**config.mk**
```make
export PLATFORM = sky130hd
export DESIGN_NAME = xrv_pipe_ctrl_flat
export DESIGN_NICKNAME = d
export VERILOG_FILES = /design/src/rtl/xrv_pipe_ctrl_if.sv /design/src/rtl/xrv_pipe_ctrl.sv /design/src/flat_wrapper.sv
export SDC_FILE = /design/constraint.sdc
export NUM_CORES = 1
export LEC_CHECK = 0
export CAP_MARGIN = 5
export CORE_MARGIN = 1
export CORE_UTILIZATION = 33
export DETAILED_ROUTE_END_ITERATION = 10
export PLACE_DENSITY = 0.94
export SYNTH_ARGS = -nofsm -noshare
export SYNTH_HDL_FRONTEND = slang
export SYNTH_SLANG_ARGS = --single-unit
```
**constraint.sdc**
```tcl
create_clock -name clk -period 4.5 [get_ports clk]
set_clock_uncertainty 0.05 [all_clocks]
set_input_delay 1.125 -clock clk [delete_from_list [all_inputs] [get_ports clk]]
set_output_delay 1.125 -clock clk [all_outputs]
set_load 0.02 [all_outputs]
```
**src/rtl/xrv_pipe_ctrl_if.sv**
```systemverilog
// Handshake and status bundle between the xriscv fetch/decode/execute stages and the
// pipeline sequencing controller (xrv_pipe_ctrl).
interface xrv_pipe_ctrl_if;
  logic        id_valid;
  logic [4:0]  id_src1;
  logic [4:0]  id_src2;
  logic        id_uses_src1;
  logic        id_uses_src2;
  logic        id_jmp;
  logic [31:0] id_jmp_addr;
  logic        ex_valid;
  logic        ex_is_load;
  logic [4:0]  ex_dest;
  logic        ex_redirect;
  logic [31:0] ex_redirect_addr;
  logic        lsu_done;
  logic        flush;
  logic        id_stall;
  logic        fetch_redirect;
  logic [31:0] fetch_redirect_addr;
  logic        fetch_kill;
  logic        err_timeout;
  logic [1:0]  state;
  logic [31:0] perf_stall_cnt;
  logic [31:0] perf_flush_cnt;

  // master: the pipeline stages; slave: the sequencing controller
  modport master (
    output id_valid, id_src1, id_src2, id_uses_src1, id_uses_src2, id_jmp, id_jmp_addr,
    output ex_valid, ex_is_load, ex_dest, ex_redirect, ex_redirect_addr, lsu_done,
    input  flush, id_stall, fetch_redirect, fetch_redirect_addr, fetch_kill,
    input  err_timeout, state, perf_stall_cnt, perf_flush_cnt
  );

  modport slave (
    input  id_valid, id_src1, id_src2, id_uses_src1, id_uses_src2, id_jmp, id_jmp_addr,
    input  ex_valid, ex_is_load, ex_dest, ex_redirect, ex_redirect_addr, lsu_done,
    output flush, id_stall, fetch_redirect, fetch_redirect_addr, fetch_kill,
    output err_timeout, state, perf_stall_cnt, perf_flush_cnt
  );
endinterface

```
**src/rtl/xrv_pipe_ctrl.sv**
```systemverilog
// Pipeline sequencing controller: load-use stalls, redirect/fetch-kill sequencing, stall timeout.
// Optional performance counters are built when XRV_PIPE_CTRL_PERF_EN is defined.
module xrv_pipe_ctrl #(
  parameter int unsigned FLUSH_CYCLES = 2,
  parameter int unsigned LOAD_TIMEOUT = 255
) (
  input logic          clk,
  input logic          rstb,
  xrv_pipe_ctrl_if.slave bus
);

  typedef enum logic [1:0] {
    ST_RUN        = 2'd0,
    ST_LOAD_STALL = 2'd1,
    ST_REDIRECT   = 2'd2
  } state_t;

  localparam logic [3:0]  KILL_INIT  = 4'(FLUSH_CYCLES - 1);
  localparam logic [15:0] TIMEOUT_LIM = 16'(LOAD_TIMEOUT);
  // With a single-cycle kill the redirect cycle itself is the whole kill window
  localparam state_t REDIR_TARGET = (FLUSH_CYCLES == 1) ? ST_RUN : ST_REDIRECT;

  state_t      state_reg, state_next;
  logic [3:0]  kill_cnt_reg, kill_cnt_next;
  logic [15:0] load_cnt_reg, load_cnt_next;
  logic        err_reg, err_next;

  logic        kill_decode, stall_decode, redir, kill_fetch;
  logic [31:0] redir_addr;

  // Load-use hazard detection, one comparator per decode source operand
  logic [1:0][4:0] src_vec;
  logic [1:0]      use_vec;
  logic [1:0]      src_hit;
  logic            hazard;
  logic            jmp_req;

  assign src_vec = {bus.id_src2, bus.id_src1};
  assign use_vec = {bus.id_uses_src2, bus.id_uses_src1};

  genvar gi;
  generate
    for (gi = 0; gi < 2; gi++) begin : g_src
      assign src_hit[gi] = use_vec[gi] && (src_vec[gi] == bus.ex_dest);
    end
  endgenerate

  assign hazard  = bus.ex_valid && bus.ex_is_load && (bus.ex_dest != 5'd0) &&
                   bus.id_valid && (|src_hit);
  assign jmp_req = bus.id_jmp && bus.id_valid;

  always_ff @(posedge clk or negedge rstb) begin
    if (!rstb) begin
      state_reg    <= ST_RUN;
      kill_cnt_reg <= '0;
      load_cnt_reg <= '0;
      err_reg      <= 1'b0;
    end else begin
      state_reg    <= state_next;
      kill_cnt_reg <= kill_cnt_next;
      load_cnt_reg <= load_cnt_next;
      err_reg      <= err_next;
    end
  end

  always_comb begin
    state_next    = state_reg;
    kill_cnt_next = kill_cnt_reg;
    load_cnt_next = load_cnt_reg;
    err_next      = err_reg;
    if (bus.ex_redirect) begin
      state_next    = REDIR_TARGET;
      kill_cnt_next = KILL_INIT;
      load_cnt_next = '0;
    end else begin
      case (state_reg)
        ST_RUN: begin
          if (hazard) begin
            state_next    = ST_LOAD_STALL;
            load_cnt_next = 16'd1;
          end else if (jmp_req) begin
            state_next    = REDIR_TARGET;
            kill_cnt_next = KILL_INIT;
          end
        end
        ST_LOAD_STALL: begin
          if (bus.lsu_done) begin
            state_next    = ST_RUN;
            load_cnt_next = '0;
          end else if (load_cnt_reg == TIMEOUT_LIM) begin
            state_next    = ST_RUN;
            load_cnt_next = '0;
            err_next      = 1'b1;
          end else begin
            load_cnt_next = load_cnt_reg + 16'd1;
          end
        end
        ST_REDIRECT: begin
          if (kill_cnt_reg <= 4'd1) begin
            state_next    = ST_RUN;
            kill_cnt_next = '0;
          end else begin
            kill_cnt_next = kill_cnt_reg - 4'd1;
          end
        end
        default: state_next = ST_RUN;
      endcase
    end
  end

  always_comb begin
    kill_decode  = 1'b0;
    stall_decode = 1'b0;
    redir        = 1'b0;
    redir_addr   = '0;
    kill_fetch   = 1'b0;
    if (bus.ex_redirect) begin
      kill_decode = 1'b1;
      redir       = 1'b1;
      redir_addr  = bus.ex_redirect_addr;
      kill_fetch  = 1'b1;
    end else begin
      case (state_reg)
        ST_RUN: begin
          if (hazard) begin
            stall_decode = 1'b1;
          end else if (jmp_req) begin
            redir      = 1'b1;
            redir_addr = bus.id_jmp_addr;
            kill_fetch = 1'b1;
          end
        end
        ST_LOAD_STALL: stall_decode = !bus.lsu_done && (load_cnt_reg != TIMEOUT_LIM);
        ST_REDIRECT:   kill_fetch   = 1'b1;
        default:       kill_fetch   = 1'b0;
      endcase
    end
  end

  assign bus.flush               = kill_decode;
  assign bus.id_stall            = stall_decode;
  assign bus.fetch_redirect      = redir;
  assign bus.fetch_redirect_addr = redir_addr;
  assign bus.fetch_kill          = kill_fetch;
  assign bus.err_timeout         = err_reg;
  assign bus.state               = state_reg;

`ifdef XRV_PIPE_CTRL_PERF_EN
  logic [31:0] perf_stall_reg;
  logic [31:0] perf_flush_reg;

  always_ff @(posedge clk or negedge rstb) begin
    if (!rstb) begin
      perf_stall_reg <= '0;
      perf_flush_reg <= '0;
    end else begin
      if (stall_decode) perf_stall_reg <= perf_stall_reg + 32'd1;
      if (kill_decode)  perf_flush_reg <= perf_flush_reg + 32'd1;
    end
  end

  assign bus.perf_stall_cnt = perf_stall_reg;
  assign bus.perf_flush_cnt = perf_flush_reg;
`else
  assign bus.perf_stall_cnt = '0;
  assign bus.perf_flush_cnt = '0;
`endif

endmodule

```
**src/flat_wrapper.sv**
```systemverilog
// flat-port wrapper written by rule: the top's interface ports become plain ports
module xrv_pipe_ctrl_flat 
#(
  parameter int unsigned FLUSH_CYCLES = 2,
  parameter int unsigned LOAD_TIMEOUT = 255
)
  (clk, rstb, bus_id_valid, bus_id_src1, bus_id_src2, bus_id_uses_src1, bus_id_uses_src2, bus_id_jmp, bus_id_jmp_addr, bus_ex_valid, bus_ex_is_load, bus_ex_dest, bus_ex_redirect, bus_ex_redirect_addr, bus_lsu_done, bus_flush, bus_id_stall, bus_fetch_redirect, bus_fetch_redirect_addr, bus_fetch_kill, bus_err_timeout, bus_state, bus_perf_stall_cnt, bus_perf_flush_cnt);
  xrv_pipe_ctrl_if bus_i ();
  input logic clk;
  input logic rstb;
  input wire logic [$bits(bus_i.id_valid)-1:0] bus_id_valid;
  input wire logic [$bits(bus_i.id_src1)-1:0] bus_id_src1;
  input wire logic [$bits(bus_i.id_src2)-1:0] bus_id_src2;
  input wire logic [$bits(bus_i.id_uses_src1)-1:0] bus_id_uses_src1;
  input wire logic [$bits(bus_i.id_uses_src2)-1:0] bus_id_uses_src2;
  input wire logic [$bits(bus_i.id_jmp)-1:0] bus_id_jmp;
  input wire logic [$bits(bus_i.id_jmp_addr)-1:0] bus_id_jmp_addr;
  input wire logic [$bits(bus_i.ex_valid)-1:0] bus_ex_valid;
  input wire logic [$bits(bus_i.ex_is_load)-1:0] bus_ex_is_load;
  input wire logic [$bits(bus_i.ex_dest)-1:0] bus_ex_dest;
  input wire logic [$bits(bus_i.ex_redirect)-1:0] bus_ex_redirect;
  input wire logic [$bits(bus_i.ex_redirect_addr)-1:0] bus_ex_redirect_addr;
  input wire logic [$bits(bus_i.lsu_done)-1:0] bus_lsu_done;
  output wire logic [$bits(bus_i.flush)-1:0] bus_flush;
  output wire logic [$bits(bus_i.id_stall)-1:0] bus_id_stall;
  output wire logic [$bits(bus_i.fetch_redirect)-1:0] bus_fetch_redirect;
  output wire logic [$bits(bus_i.fetch_redirect_addr)-1:0] bus_fetch_redirect_addr;
  output wire logic [$bits(bus_i.fetch_kill)-1:0] bus_fetch_kill;
  output wire logic [$bits(bus_i.err_timeout)-1:0] bus_err_timeout;
  output wire logic [$bits(bus_i.state)-1:0] bus_state;
  output wire logic [$bits(bus_i.perf_stall_cnt)-1:0] bus_perf_stall_cnt;
  output wire logic [$bits(bus_i.perf_flush_cnt)-1:0] bus_perf_flush_cnt;
  assign bus_i.id_valid = bus_id_valid;
  assign bus_i.id_src1 = bus_id_src1;
  assign bus_i.id_src2 = bus_id_src2;
  assign bus_i.id_uses_src1 = bus_id_uses_src1;
  assign bus_i.id_uses_src2 = bus_id_uses_src2;
  assign bus_i.id_jmp = bus_id_jmp;
  assign bus_i.id_jmp_addr = bus_id_jmp_addr;
  assign bus_i.ex_valid = bus_ex_valid;
  assign bus_i.ex_is_load = bus_ex_is_load;
  assign bus_i.ex_dest = bus_ex_dest;
  assign bus_i.ex_redirect = bus_ex_redirect;
  assign bus_i.ex_redirect_addr = bus_ex_redirect_addr;
  assign bus_i.lsu_done = bus_lsu_done;
  assign bus_flush = bus_i.flush;
  assign bus_id_stall = bus_i.id_stall;
  assign bus_fetch_redirect = bus_i.fetch_redirect;
  assign bus_fetch_redirect_addr = bus_i.fetch_redirect_addr;
  assign bus_fetch_kill = bus_i.fetch_kill;
  assign bus_err_timeout = bus_i.err_timeout;
  assign bus_state = bus_i.state;
  assign bus_perf_stall_cnt = bus_i.perf_stall_cnt;
  assign bus_perf_flush_cnt = bus_i.perf_flush_cnt;
  xrv_pipe_ctrl #(.FLUSH_CYCLES(FLUSH_CYCLES), .LOAD_TIMEOUT(LOAD_TIMEOUT)) u_core (.clk(clk), .rstb(rstb), .bus(bus_i));
endmodule
```
* Yosys cells after proc, flatten, opt, wreduce, memory -nomap -nowiden
Index checks and enable logic that the tools add are counted.
** Storage, ports and cells
- Output and inout bits :: 103
- Logic and storage cells :: 70
- Flip-flop bits (word level) :: 23
** Operators by class
- Bitwise operators :: 2
- Reductions and logical operators :: 18
- Magnitude comparators :: 1
- Multiplexer cells :: 31
- Equal/unequal tests :: 12
- Add/sub/neg operators :: 2
** Operator list (number)
- 2-to-1 mux 32 bit :: 4
- 2-to-1 mux 16 bit :: 4
- one-hot mux 16 bit (2 select lines) :: 1
- adder 16 x 1 -> 16 bit (second input constant) :: 1
- equality test 16 x 8 -> 1 bit (second input constant) :: 1
- 2-to-1 mux 4 bit :: 4
- inequality test 16 x 8 -> 1 bit (second input constant) :: 1
- 2-to-1 mux 2 bit :: 6
- equality test 5 bit :: 2
- inequality test 3 x 2 -> 1 bit (second input constant) :: 3
- logical AND 1 bit :: 8
- 2-to-1 mux 1 bit :: 8
- one-hot mux 4 bit (2 select lines) :: 1
- one-hot mux 2 bit (3 select lines) :: 1
- AND reduction 3 bit :: 2
- nonzero test 3 bit :: 2
- nonzero test 5 bit :: 1
- less-or-equal comparator 4 x 1 -> 1 bit (second input constant) :: 1
- inequality test 4 x 2 -> 1 bit (second input constant) :: 1
- inequality test 4 x 3 -> 1 bit (second input constant) :: 1
- one-hot mux 1 bit (2 select lines) :: 2
- AND reduction 4 bit :: 1
- subtractor 4 x 1 -> 4 bit (second input constant) :: 1
- inequality test 3 bit (second input constant) :: 1
- other kinds (7) :: 8

* Logic depth before layout (Yosys ltp)
Gate-level depths: netlist (run 1).
- Depth in word-level cells :: 7
- Gate-level depth with buffers :: 7

* Worst setup path after synthesis (run 1)
Ideal clock, no wire load.
- Kind :: input to output
- Start :: input bus_ex_dest[1]
- End :: output bus_fetch_redirect_addr[10]
- Data required time :: 3325 ps
- Data arrival time :: 2836 ps
- Path slack :: 489 ps
- Cell stages on the path :: 5
- Cells stage by stage :: or4_4 > o2111a_2 > a2111oi_4 > buf_6 > a22o_1
** Between the ends
- Word-level cells in the longest chain between the ends :: 7
- Elaborated cells on any way between the ends :: 12
- Those cells by class :: eq/ne (2); mux (3); reduce/logical (7)
** Ends and longest elaborated chain
- start, declared :: RTL line flat_wrapper.sv:20 : input wire logic [$bits(bus_i.ex_dest)-1:0] bus_ex_dest;
- equality test 5 bit or nonzero test 5 bit (tied branches) :: RTL line xrv_pipe_ctrl.sv:44, xrv_pipe_ctrl.sv:48
- logical AND 1 bit (on tied branches) :: RTL line xrv_pipe_ctrl.sv:44, xrv_pipe_ctrl.sv:48
- OR reduction 2 bit or logical AND 1 bit (tied branches) :: RTL line xrv_pipe_ctrl.sv:49, xrv_pipe_ctrl.sv:48
- logical AND 1 bit * :: RTL line xrv_pipe_ctrl.sv:49 : bus.id_valid && (|src_hit);
- 2-to-1 mux 32 bit * :: RTL line xrv_pipe_ctrl.sv:125 : if (hazard) begin
- 2-to-1 mux 32 bit * :: RTL line xrv_pipe_ctrl.sv:123 : case (state_reg)
- 2-to-1 mux 32 bit * :: RTL line xrv_pipe_ctrl.sv:117 : if (bus.ex_redirect) begin
- end, declared :: RTL line flat_wrapper.sv:27 : output wire logic [$bits(bus_i.fetch_redirect_addr)-1:0] bus_fetch_redirect_addr;
Every way passes the cells marked *; elsewhere a longest branch is shown, timed or not.

* Worst setup path in the final report (run 1)
- Start :: input bus_ex_dest[1]
- End :: output bus_fetch_redirect_addr[17]
Same word-level chain as after synthesis.

==> results of run 1 <==
## per-stage QoR
step | std cells | power [µW] | TNS [ps]
finish | 507 | 663 | 0
floorplan | 338 | 424 | 0
global placement | 498 | 528 | -13700
global route | 507 | 699 | 0
CTS | 506 | 651 | 0
detailed placement | 498 | 536 | -15370
## power groups by stage
stage / Sequential (µW) / Combinational [µW] / Clock [µW]
6_report: 222 / 312 / 129
5_1_grt: 223 / 333 / 144
4_1_cts: 221 / 298 / 132
3_5_place_dp: 225 / 311 / 0
3_3_place_gp: 225 / 303 / 0
2_1_floorplan: 225 / 199 / 0
## per-layer routing
layer  vias to the layer above  GRT usage
met4                         0     0.0197
li1                       1149          -
met3                         6     0.0375
met2                       102      0.354
met1                      1148      0.220
met5                         -          0
## final cells by class
| type | count | area [µm²] | area share |
|---|---|---|---|
| multi-input combinational | 227 | 1400 | 0.392 |
| clock buffer | 4 | 45.0 | 0.0126 |
| sequential | 23 | 576 | 0.161 |
| timing repair buffer | 145 | 1390 | 0.389 |
| inverter | 12 | 45.0 | 0.0126 |
| tap | 96 | 120 | 0.0336 |
## worst max-delay path: cells and delay by family
family / cells / cell delay [ps]
buf+inv: 4 / 620
simple gates: 1 / 540
compound gates: 3 / 820
## what timing repair did
action	in CTS	in global routing
pin swaps	1	4
cloned	1	1
gates resized for setup	135	34
setup buffers	3	0
endpoints found under the setup margin	34	33
## cells in the mapped netlist, types with 2 or more instances
cell,number
a41oi_1,3
o22ai_1,3
o21ai_0,6
a21oi_1,9
nand4_1,4
a22o_2,27
a22o_1,5
inv_1,12
buf_6,4
nand2_1,25
buf_4,66
nor2_1,8
a21o_1,3
and4_1,2
clkbuf_1,5
xnor2_1,12
ha_1,3
nand3_1,7
o211ai_1,2
dfrtp_1,23
nor4_1,3
a31oi_1,17
or4_1,2
a31o_2,2
nand2b_1,4
nor3_1,4
## cell families (layout without fill, tap and decap cells)
logic type	count (synthesis)	in the layout	share of synthesized area
buffers and inverters	88	161	0.261
AO/OA/AOI/OAI	86	86	0.300
AND/OR/NAND/NOR	62	62	0.131
flip-flops	23	23	0.246
XOR/XNOR	12	12	0.0450
adder cells (fa/ha/maj)	3	3	0.0161
other	1	64	0.00160
## worst min-delay path by stage
stage | startpoint | to | cells after the start | slack [ps]
finish | u_core.bus.err_timeout$_DFFE_PN0P_ | u_core.bus.err_timeout$_DFFE_PN0P_ | 1 | 440
detailed placement | u_core.bus.err_timeout$_DFFE_PN0P_ | u_core.bus.err_timeout$_DFFE_PN0P_ | 1 | 420
CTS | u_core.bus.err_timeout$_DFFE_PN0P_ | u_core.bus.err_timeout$_DFFE_PN0P_ | 1 | 440
global placement | u_core.bus.err_timeout$_DFFE_PN0P_ | u_core.bus.err_timeout$_DFFE_PN0P_ | 1 | 420
floorplan | u_core.load_cnt_reg[14]$_DFFE_PN0P_ | u_core.load_cnt_reg[14]$_DFFE_PN0P_ | 1 | 410
global route | u_core.bus.err_timeout$_DFFE_PN0P_ | u_core.bus.err_timeout$_DFFE_PN0P_ | 1 | 460
==> run summary, run 1 <==
GP Congestion: 0.831
Avg Cell Area, Syn: 8.50 µm²
peak supply drop: 132 µV
most frequent cells in the layout: clkdlybuf4s50_1 (88), conb_1 (64), buf_4 (28), a22o_2 (26), nand2_1 (25)
WL final: 7350 µm
final-stage net count: 504
most common cell after layout, fill and taps aside: clkdlybuf4s50_1
Comb power frac: 0.471
min Tclk post-route: 4290 ps
initial core utilization: 0.342
CP startpoint: bus_ex_dest[1]
die width: 86.2 µm
final setup vio count: 0
CP arrival: 3110 ps
Flop pwr share: 0.334
Yosys top cell area share: 0.246
switching power: 233 µW
R2R setup slack: 1790 ps
CTS Buf Count: 3
R2R depth: 7
htree depth: 1
vias in the first global route: 2325
internal power: 430 µW
CORE AREA: 0.00683 mm²
DR vias/cell: 4.74
Vias: 2405
r2r startpoint: u_core.bus.state[1]$_DFFE_PN0P_
share of cells above drive strength 1: 0.217
Post-Syn Area: 0.00234 mm²
initial antenna violation count: 0
Setup WS post-layout: 215 ps
Synth warnings: 0
DPL Wire Length: 5690 µm
I/O pins: 192
Die Y: 86.2 µm
Fin. Hold Viols: 0
FF+latch count, synth: 23
synthesized instance count: 275
Top Layer Used: met4
Worst Tran Pin Value: 1040 ps
row cnt: 30
FMAX: 0.233 GHz
routed wl met3: 446 µm
crit-path cells: dlymetal6s2s_1 > or4_4 > o2111a_2 > a2111oi_4 > buf_4 > clkbuf_16 > a22o_2 > buf_6
all-layer global routing usage: 0.186
synthesis-to-finish area growth: 53.2%
status: completed
DRT Pass-1 Iters: 4
Fillers: 641
final worst-path cycle share: 0.952
switching power share of the total: 0.352
PD cells: 185 mW/mm²
Final Cell Area: 0.00358 mm²
slowest CP cell: or4_4
Port Buffers: 127
area leader, netlist: dfrtp_1
# DRC: 0
Unique masters post-synth: 40
ranking of synthesized cells by area: dfrtp_1 (25%), buf_4 (21%), a22o_2 (12%), a31oi_1 (4.6%), xnor2_1 (4.5%)
CP startpoint kind: input port
crit path capture type: output pin
clock-pin slew on the worst setup and hold paths: 80 ps
Sink Count: 23
RSZ-0062 raised after global routing: no
Util after Layout: 0.524
DP Worst Slack: -489 ps
DRT iter0 DRCs: 106
number of flops mapped to enable cells by yosys: 0
slowest stage delay, CP: 540 ps
min-delay worst type: register to register
Slew HR: 0.301
wl on met1: 2820 µm
post-route ant nets: 0
Worst EP required: 3320 ps
Critical Path End: bus_fetch_redirect_addr[17]
TritonCTS clock tree: done
total global routing overflow: 0
largest net degree at the start of global routing: 39
Worst-Skew Late Latency: 260 ps
pins over their slew limit: 0
clock share of power: 0.195
die footprint: 0.00742 mm²
leakage: 0.00157 µW
worst r2r dst: u_core.load_cnt_reg[4]$_DFFE_PN0P_
Setup CP Type: input port to output pin
clock root cell: clkbuf_8
CTS Buffer Depth: 2
DR WL met2: 4020 µm
register area share after synthesis: 0.246
antenna fix cells: 0
number of flip-flops under the largest register name: 16
hold slack: 436 ps
global-route wire length before repair: 11100 µm
Area after DPL: 0.00351 mm²
# hold bufs at CTS: 0
Max-Cap Viols: 0
asr flop ratio synth: 1.00
Main synth FF type: dfrtp_1
post-DR wirelength/cell: 14.5 µm
CP max FO: 8
No activity file was read; power rests on OpenSTA's default activity.
==> run 2, diff against run 1 <==
--- a/config.mk
+++ b/config.mk
@@ -9,6 +9,7 @@
 export CORE_MARGIN = 1
 export CORE_UTILIZATION = 33
 export DETAILED_ROUTE_END_ITERATION = 10
+export GPL_TIMING_DRIVEN = 0
 export PLACE_DENSITY = 0.94
 export SYNTH_ARGS = -nofsm -noshare
 export SYNTH_HDL_FRONTEND = slang
==> run 2 against run 1 <==
Compared with the run above: routed wire length is 7.2% higher; largest cell class is now buffers; sequential power hardly changed; global-route usage is 2.3 points higher; flip-flop and latch count stayed put; combinational power is 9.9% higher; fmax is 2.9% lower; setup slack worse by 130 ps; non-clock buffer count is 61 higher; total power is 5.7% higher; worst hold slack worse by 2.5 ps.
==> run summary, run 2 (synthesis results as in run 1) <==
internal power: 454 µW (+5.7%)
min Tclk post-route: 4410 ps (+128 ps)
die footprint: 0.00742 mm² (unchanged)
post-route ant nets: 0 (unchanged)
CORE AREA: 0.00683 mm² (unchanged)
Flop pwr share: 0.316 (-0.018)
most frequent cells in the layout: clkdlybuf4s50_1 (89), buf_4 (75), conb_1 (64), a22o_2 (27), nand2_1 (25)
# DRC: 0 (unchanged)
die width: 86.2 µm (unchanged)
Area after DPL: 0.00397 mm² (+13%)
status: completed
GP Congestion: 0.875 (+5.3%)
RSZ-0062 raised after global routing: no
leakage: 0.00182 µW (+16%)
DRT iter0 DRCs: 85 (-20%)
CP startpoint kind: input port
Worst EP required: 3320 ps (about the same)
htree depth: 1 (unchanged)
CTS Buffer Depth: 2 (unchanged)
largest net degree at the start of global routing: 24 (-38%)
PD cells: 176 mW/mm² (-5.0%)
min-delay worst type: register to register
CP max FO: 10 (+2)
Vias: 2601 (+8.1%)
WL final: 7880 µm (+7.2%)
post-DR wirelength/cell: 13.9 µm (-4.4%)
FMAX: 0.227 GHz (-2.9%)
hold slack: 433 ps (-2.52 ps)
Final Cell Area: 0.00398 mm² (+11%)
Max-Cap Viols: 0 (unchanged)
final-stage net count: 565 (+12%)
Sink Count: 23 (unchanged)
initial core utilization: 0.342 (unchanged)
total global routing overflow: 0 (unchanged)
DR vias/cell: 4.58 (-3.5%)
TritonCTS clock tree: done
switching power share of the total: 0.352 (about the same)
share of cells above drive strength 1: 0.311 (+0.0949)
vias in the first global route: 2531 (+8.9%)
CP arrival: 3240 ps (+130 ps)
switching power: 246 µW (+5.6%)
DPL Wire Length: 6380 µm (+12%)
most common cell after layout, fill and taps aside: clkdlybuf4s50_1
row cnt: 30 (unchanged)
crit path capture type: output pin
Worst Tran Pin Value: 1060 ps (+13.4 ps)
synthesis-to-finish area growth: 70.4%
initial antenna violation count: 0 (unchanged)
pins over their slew limit: 0 (unchanged)
DRT Pass-1 Iters: 4 (unchanged)
Port Buffers: 127 (unchanged)
Setup CP Type: input port to output pin
final worst-path cycle share: 0.981 (+0.0285)
global-route wire length before repair: 12400 µm (+12%)
CTS Buf Count: 3 (unchanged)
antenna fix cells: 0 (unchanged)
clock root cell: clkbuf_8
Worst-Skew Late Latency: 270 ps (about the same)
final setup vio count: 0 (unchanged)
Comb power frac: 0.490 (+0.019)
all-layer global routing usage: 0.210 (+0.0234)
number of flip-flops under the largest register name: 16 (unchanged)
clock-pin slew on the worst setup and hold paths: 80 ps (about the same)
Die Y: 86.2 µm (unchanged)
clock share of power: 0.194 (about the same)
peak supply drop: 136 µV (+2.5%)
Fin. Hold Viols: 0 (unchanged)
Slew HR: 0.292 (-0.00896)
I/O pins: 192 (unchanged)
-- run 2: changes by cell type in the layout (fill, tap and decap cells not counted), moves of 3 or more --
cell / delta
dlymetal6s2s_1: -4
buf_6: -6
buf_2: +5
clkdlybuf4s15_2: +12
clkbuf_1: +4
dlygate4sd2_1: +3
buf_4: +47
-- run 2: path summary, 6_finish.rpt --
check / startpoint / slack, ps / end / depth (start not counted)
min in group asynchronous: rstb / 1370 / u_core.load_cnt_reg[14]$_DFFE_PN0P_ / 1
max in group asynchronous: rstb / 2400 / u_core.bus.err_timeout$_DFFE_PN0P_ / 1
min reg2reg: u_core.bus.err_timeout$_DFFE_PN0P_ / 430 / u_core.bus.err_timeout$_DFFE_PN0P_ / 1
max reg2reg: u_core.bus.state[1]$_DFFE_PN0P_ / 1940 / u_core.load_cnt_reg[6]$_DFFE_PN0P_ / 7
max: bus_ex_dest[1] / 90 / bus_fetch_redirect_addr[3] / 9
min: u_core.bus.err_timeout$_DFFE_PN0P_ / 430 / u_core.bus.err_timeout$_DFFE_PN0P_ / 1
-- run 2: routing by layer --
metal / routed length (µm) / share of wire / GRT usage
met5: 0 / 0 / 0
met4: 129 / 0.016 / 0.0424
met3: 673 / 0.085 / 0.0616
met2: 4280 / 0.54 / 0.394
met1: 2790 / 0.35 / 0.233
-- run 2: worst max-delay path, stage by stage --
cell,delay (ps)
dlygate4sd2_1,270
or4_4,540
o2111a_2,290
a2111oi_4,280
buf_4,180
buf_4,130
buf_8,130
a22o_2,120
buf_2,160
-- run 2: final cells by class --
type / instances / area [µm²]
fillers: 633 / 2850
multi-input cells: 227 / 1410
repair buffers: 130 / 1220
flip-flops and latches: 23 / 576
plain buffers: 76 / 568
well taps: 96 / 120
inverters: 12 / 45.0
clock buffers: 3 / 41.3
clock inverters: 1 / 7.51
-- run 2: power by group through the flow --
stage	Clock (µW)	Sequential [µW]	Combinational, µW
2_1_floorplan	0	225	199
3_3_place_gp	0	224	341
3_5_place_dp	0	225	346
4_1_cts	141	221	337
5_1_grt	149	223	366
6_report	136	221	343
-- run 2: through the flow --
stage               TNS [ps]  setup slack, ps  power (µW)  std cells  utilization
floorplan                  0              489         424        338            -
CTS                        0             71.8         700        568        0.582
global placement      -20560             -652         566        561        0.580
detailed placement    -20440             -658         571        561        0.580
finish                     0             86.3         700        568        0.583
global route               0             10.1         737        568        0.583
-- run 2: what timing repair did --
item	4_1_cts	5_1_grt
gates resized for setup	129	3
setup buffers	3	0
gates cloned	0	0
pin swaps	2	1
setup endpoints to repair	35	10
hold buffers	0	0
==> run 3, diff against run 2 <==
--- a/config.mk
+++ b/config.mk
@@ -5,12 +5,15 @@
 export SDC_FILE = /design/constraint.sdc
 export NUM_CORES = 1
 export LEC_CHECK = 0
+export ABC_AREA = 1
 export CAP_MARGIN = 5
+export CELL_PAD_IN_SITES_DETAIL_PLACEMENT = 1
+export CELL_PAD_IN_SITES_GLOBAL_PLACEMENT = 2
 export CORE_MARGIN = 1
-export CORE_UTILIZATION = 33
+export CORE_UTILIZATION = 15
 export DETAILED_ROUTE_END_ITERATION = 10
 export GPL_TIMING_DRIVEN = 0
-export PLACE_DENSITY = 0.94
+export PLACE_DENSITY = 0.91
 export SYNTH_ARGS = -nofsm -noshare
 export SYNTH_HDL_FRONTEND = slang
 export SYNTH_SLANG_ARGS = --single-unit
==> run 3 against run 2 <==
Compared with the run above: sequential share of layout area fell by 1.4 points; setup slack better by 72 ps; sequential power about the same; cell count up 48%; via count rose by 17%; synthesized cell count is 55% higher; critical endpoint unchanged; register-to-register slack improved by 780 ps.
==> run summary, run 3 <==
final setup vio count: 0 (unchanged)
die width: 132 µm (+54%)
vias in the first global route: 3087 (+22%)
PD cells: 170 mW/mm² (-3.3%)
number of flops mapped to enable cells by yosys: 0 (unchanged)
status: completed
DRT Pass-1 Iters: 4 (unchanged)
Setup CP Type: input port to output pin
clock root cell: clkbuf_16
# DRC: 0 (unchanged)
pins over their slew limit: 0 (unchanged)
Die Y: 132 µm (+54%)
clock-pin slew on the worst setup and hold paths: 60 ps (-20 ps)
global-route wire length before repair: 14900 µm (+20%)
Avg Cell Area, Syn: 5.98 µm² (-30%)
area leader, netlist: nand2_1
leakage: 0.00237 µW (+30%)
# hold bufs at CTS: 0 (unchanged)
register area share after synthesis: 0.225 (-0.0208)
Sink Count: 23 (unchanged)
FF+latch count, synth: 23 (unchanged)
Multi-input gate area: 0.00152 mm² (+7.9%)
synthesized instance count: 427 (+55%)
Fin. Hold Viols: 0 (unchanged)
antenna fix cells: 0 (unchanged)
final worst-path cycle share: 0.965 (-0.0159)
total global routing overflow: 0 (unchanged)
Post-Syn Area: 0.00255 mm² (+9.2%)
DPL Wire Length: 8120 µm (+27%)
synthesis-to-finish area growth: 72.2%
DR vias/cell: 3.61 (-21%)
Area after DPL: 0.00434 mm² (+9.3%)
crit-path cells: clkdlybuf4s50_1 > inv_1 > nand2_1 > nand2_1 > nor2_1 > nand3_1 > nand2_2 > nand2_2 > nand3_2 > buf_4 > o21ai_0 > dlygate4sd2_1
Port Buffers: 127 (unchanged)
all-layer global routing usage: 0.105 (-0.105)
Slew HR: 0.279 (-0.0133)
synth cell count leaders: nand2_1 (166), buf_4 (67), inv_1 (35), o21ai_0 (35), nor2_1 (26)
FMAX: 0.230 GHz (+1.7%)
most frequent cells in the layout: nand2_1 (166), clkdlybuf4s50_1 (93), buf_4 (68), conb_1 (64), inv_1 (35)
most frequent cell after synthesis: nand2_1
share of cells above drive strength 1: 0.142 (-0.170)
Unique masters post-synth: 30 (-25%)
final non-filler cell total: 841 (+48%)
htree depth: 1 (unchanged)
initial antenna violation count: 0 (unchanged)
CP arrival: 3170 ps (-70 ps)
ranking of synthesized cells by area: nand2_1 (24%), dfrtp_1 (23%), buf_4 (20%), o21ai_0 (6.9%), inv_1 (5.1%)
Worst Tran Pin Value: 1080 ps (+19.9 ps)
CTS Buffer Depth: 2 (unchanged)
Fillers: 2145 (+240%)
setup bufs post-CTS: 0 (-3)
CP startpoint kind: input port
hold slack: 432 ps (-1.19 ps)
Main synth FF type: dfrtp_1
CORE AREA: 0.0166 mm² (+140%)
number of flip-flops under the largest register name: 16 (unchanged)
min Tclk post-route: 4340 ps (-71.7 ps)
Worst-Skew Late Latency: 260 ps (about the same)
Yosys top cell area share: 0.244 (-0.00214)
RSZ-0062 raised after global routing: no
final-stage net count: 714 (+26%)
Synth warnings: 0 (unchanged)
die footprint: 0.0175 mm² (+140%)
largest net degree at the start of global routing: 24 (unchanged)
I/O pins: 192 (unchanged)
slowest CP cell: clkdlybuf4s50_1
row cnt: 47 (+57%)
post-route ant nets: 0 (unchanged)
CP max FO: 10 (unchanged)
WL final: 9340 µm (+19%)
min-delay worst type: register to register
Max-Cap Viols: 0 (unchanged)
GP Congestion: 0.743 (-15%)
asr flop ratio synth: 1.00 (unchanged)
crit path capture type: output pin
placed cells: 837 (+49%)
sequential cell area: 576 µm² (unchanged)
Worst EP required: 3320 ps (about the same)
DP Worst Slack: -254 ps (+404 ps)
initial core utilization: 0.154 (-0.188)
post-DR wirelength/cell: 11.1 µm (-20%)
most common cell after layout, fill and taps aside: nand2_1
TritonCTS clock tree: done
DRT iter0 DRCs: 51 (-40%)
CTS Buf Count: 3 (unchanged)
peak supply drop: 180 µV (+33%)
slowest stage delay, CP: 480 ps (-60 ps)
Final Cell Area: 0.00440 mm² (+10%)
Vias: 3034 (+17%)
Setup WS post-layout: 158 ps (+71.7 ps)
Util after Layout: 0.265 (-0.318)
-- run 3: logic make-up (layout without fill, tap and decap cells) --
logic type,count (synthesis),in the layout,share of synthesized area
adder cells (fa/ha/maj),3,3,0.0147
flip-flops,23,23,0.225
buffers and inverters,116,247,0.274
other,1,64,0.00147
XOR/XNOR,3,3,0.0103
AND/OR/NAND/NOR,233,233,0.375
AO/OA/AOI/OAI,48,48,0.0995
-- run 3: report_power, final --
part	switching [µW]	internal, µW	total, µW
logic	172	159	331
registers	7.62	213	220
clock network	76.6	120	196
total	256	491	747
-- run 3: layout make-up --
cell class                      count  area share
Multi-Input combinational cell    351       0.346
Timing Repair Buffer              127       0.283
Sequential cell                    23       0.131
Buffer                             77       0.126
Tap cell                          220      0.0626
Inverter                           39      0.0333
Clock buffer                        3      0.0171
Clock inverter                      1     0.00114
-- run 3: final timing paths --
kind / slack, ps / to / start / cells past startpoint
min in group asynchronous: 1400 / u_core.load_cnt_reg[5]$_DFFE_PN0P_ / rstb / 1
max in group asynchronous: 2350 / u_core.load_cnt_reg[1]$_DFFE_PN0P_ / rstb / 1
worst max register to register: 2720 / u_core.load_cnt_reg[10]$_DFFE_PN0P_ / u_core.load_cnt_reg[0]$_DFFE_PN0P_ / 9
worst min-delay path: 430 / u_core.bus.err_timeout$_DFFE_PN0P_ / u_core.bus.err_timeout$_DFFE_PN0P_ / 1
worst min register to register: 430 / u_core.bus.err_timeout$_DFFE_PN0P_ / u_core.bus.err_timeout$_DFFE_PN0P_ / 1
worst max-delay path: 160 / bus_fetch_redirect_addr[3] / bus_ex_dest[1] / 12
-- run 3: metrics by stage --
stage	total power, µW	TNS (ps)
after floorplan	415	0
after global placement	566	-3400
after detailed placement	569	-3460
after CTS	760	-2.61
after global routing	796	0
final	747	0
-- run 3: metal layers --
metal	wire [µm]	share of wire	up-vias	global-route usage
met1	3690	0.40	1334	0.114
met3	746	0.080	2	0.0310
met4	31	0.0033	0	0.0115
met2	4860	0.52	112	0.203
li1	-	-	1586	-
met5	0	0	-	0
-- run 3: critical path: cells and delay by family --
family / cells / cell delay (ps)
buf+inv: 4 / 1220
simple gates: 7 / 640
compound gates: 1 / 190
-- run 3: what timing repair did --
action | CTS | global route
gates resized for setup | 32 | 6
gates cloned | 0 | 0
setup endpoints to repair | 31 | 6
hold endpoints to repair | 0 | 0
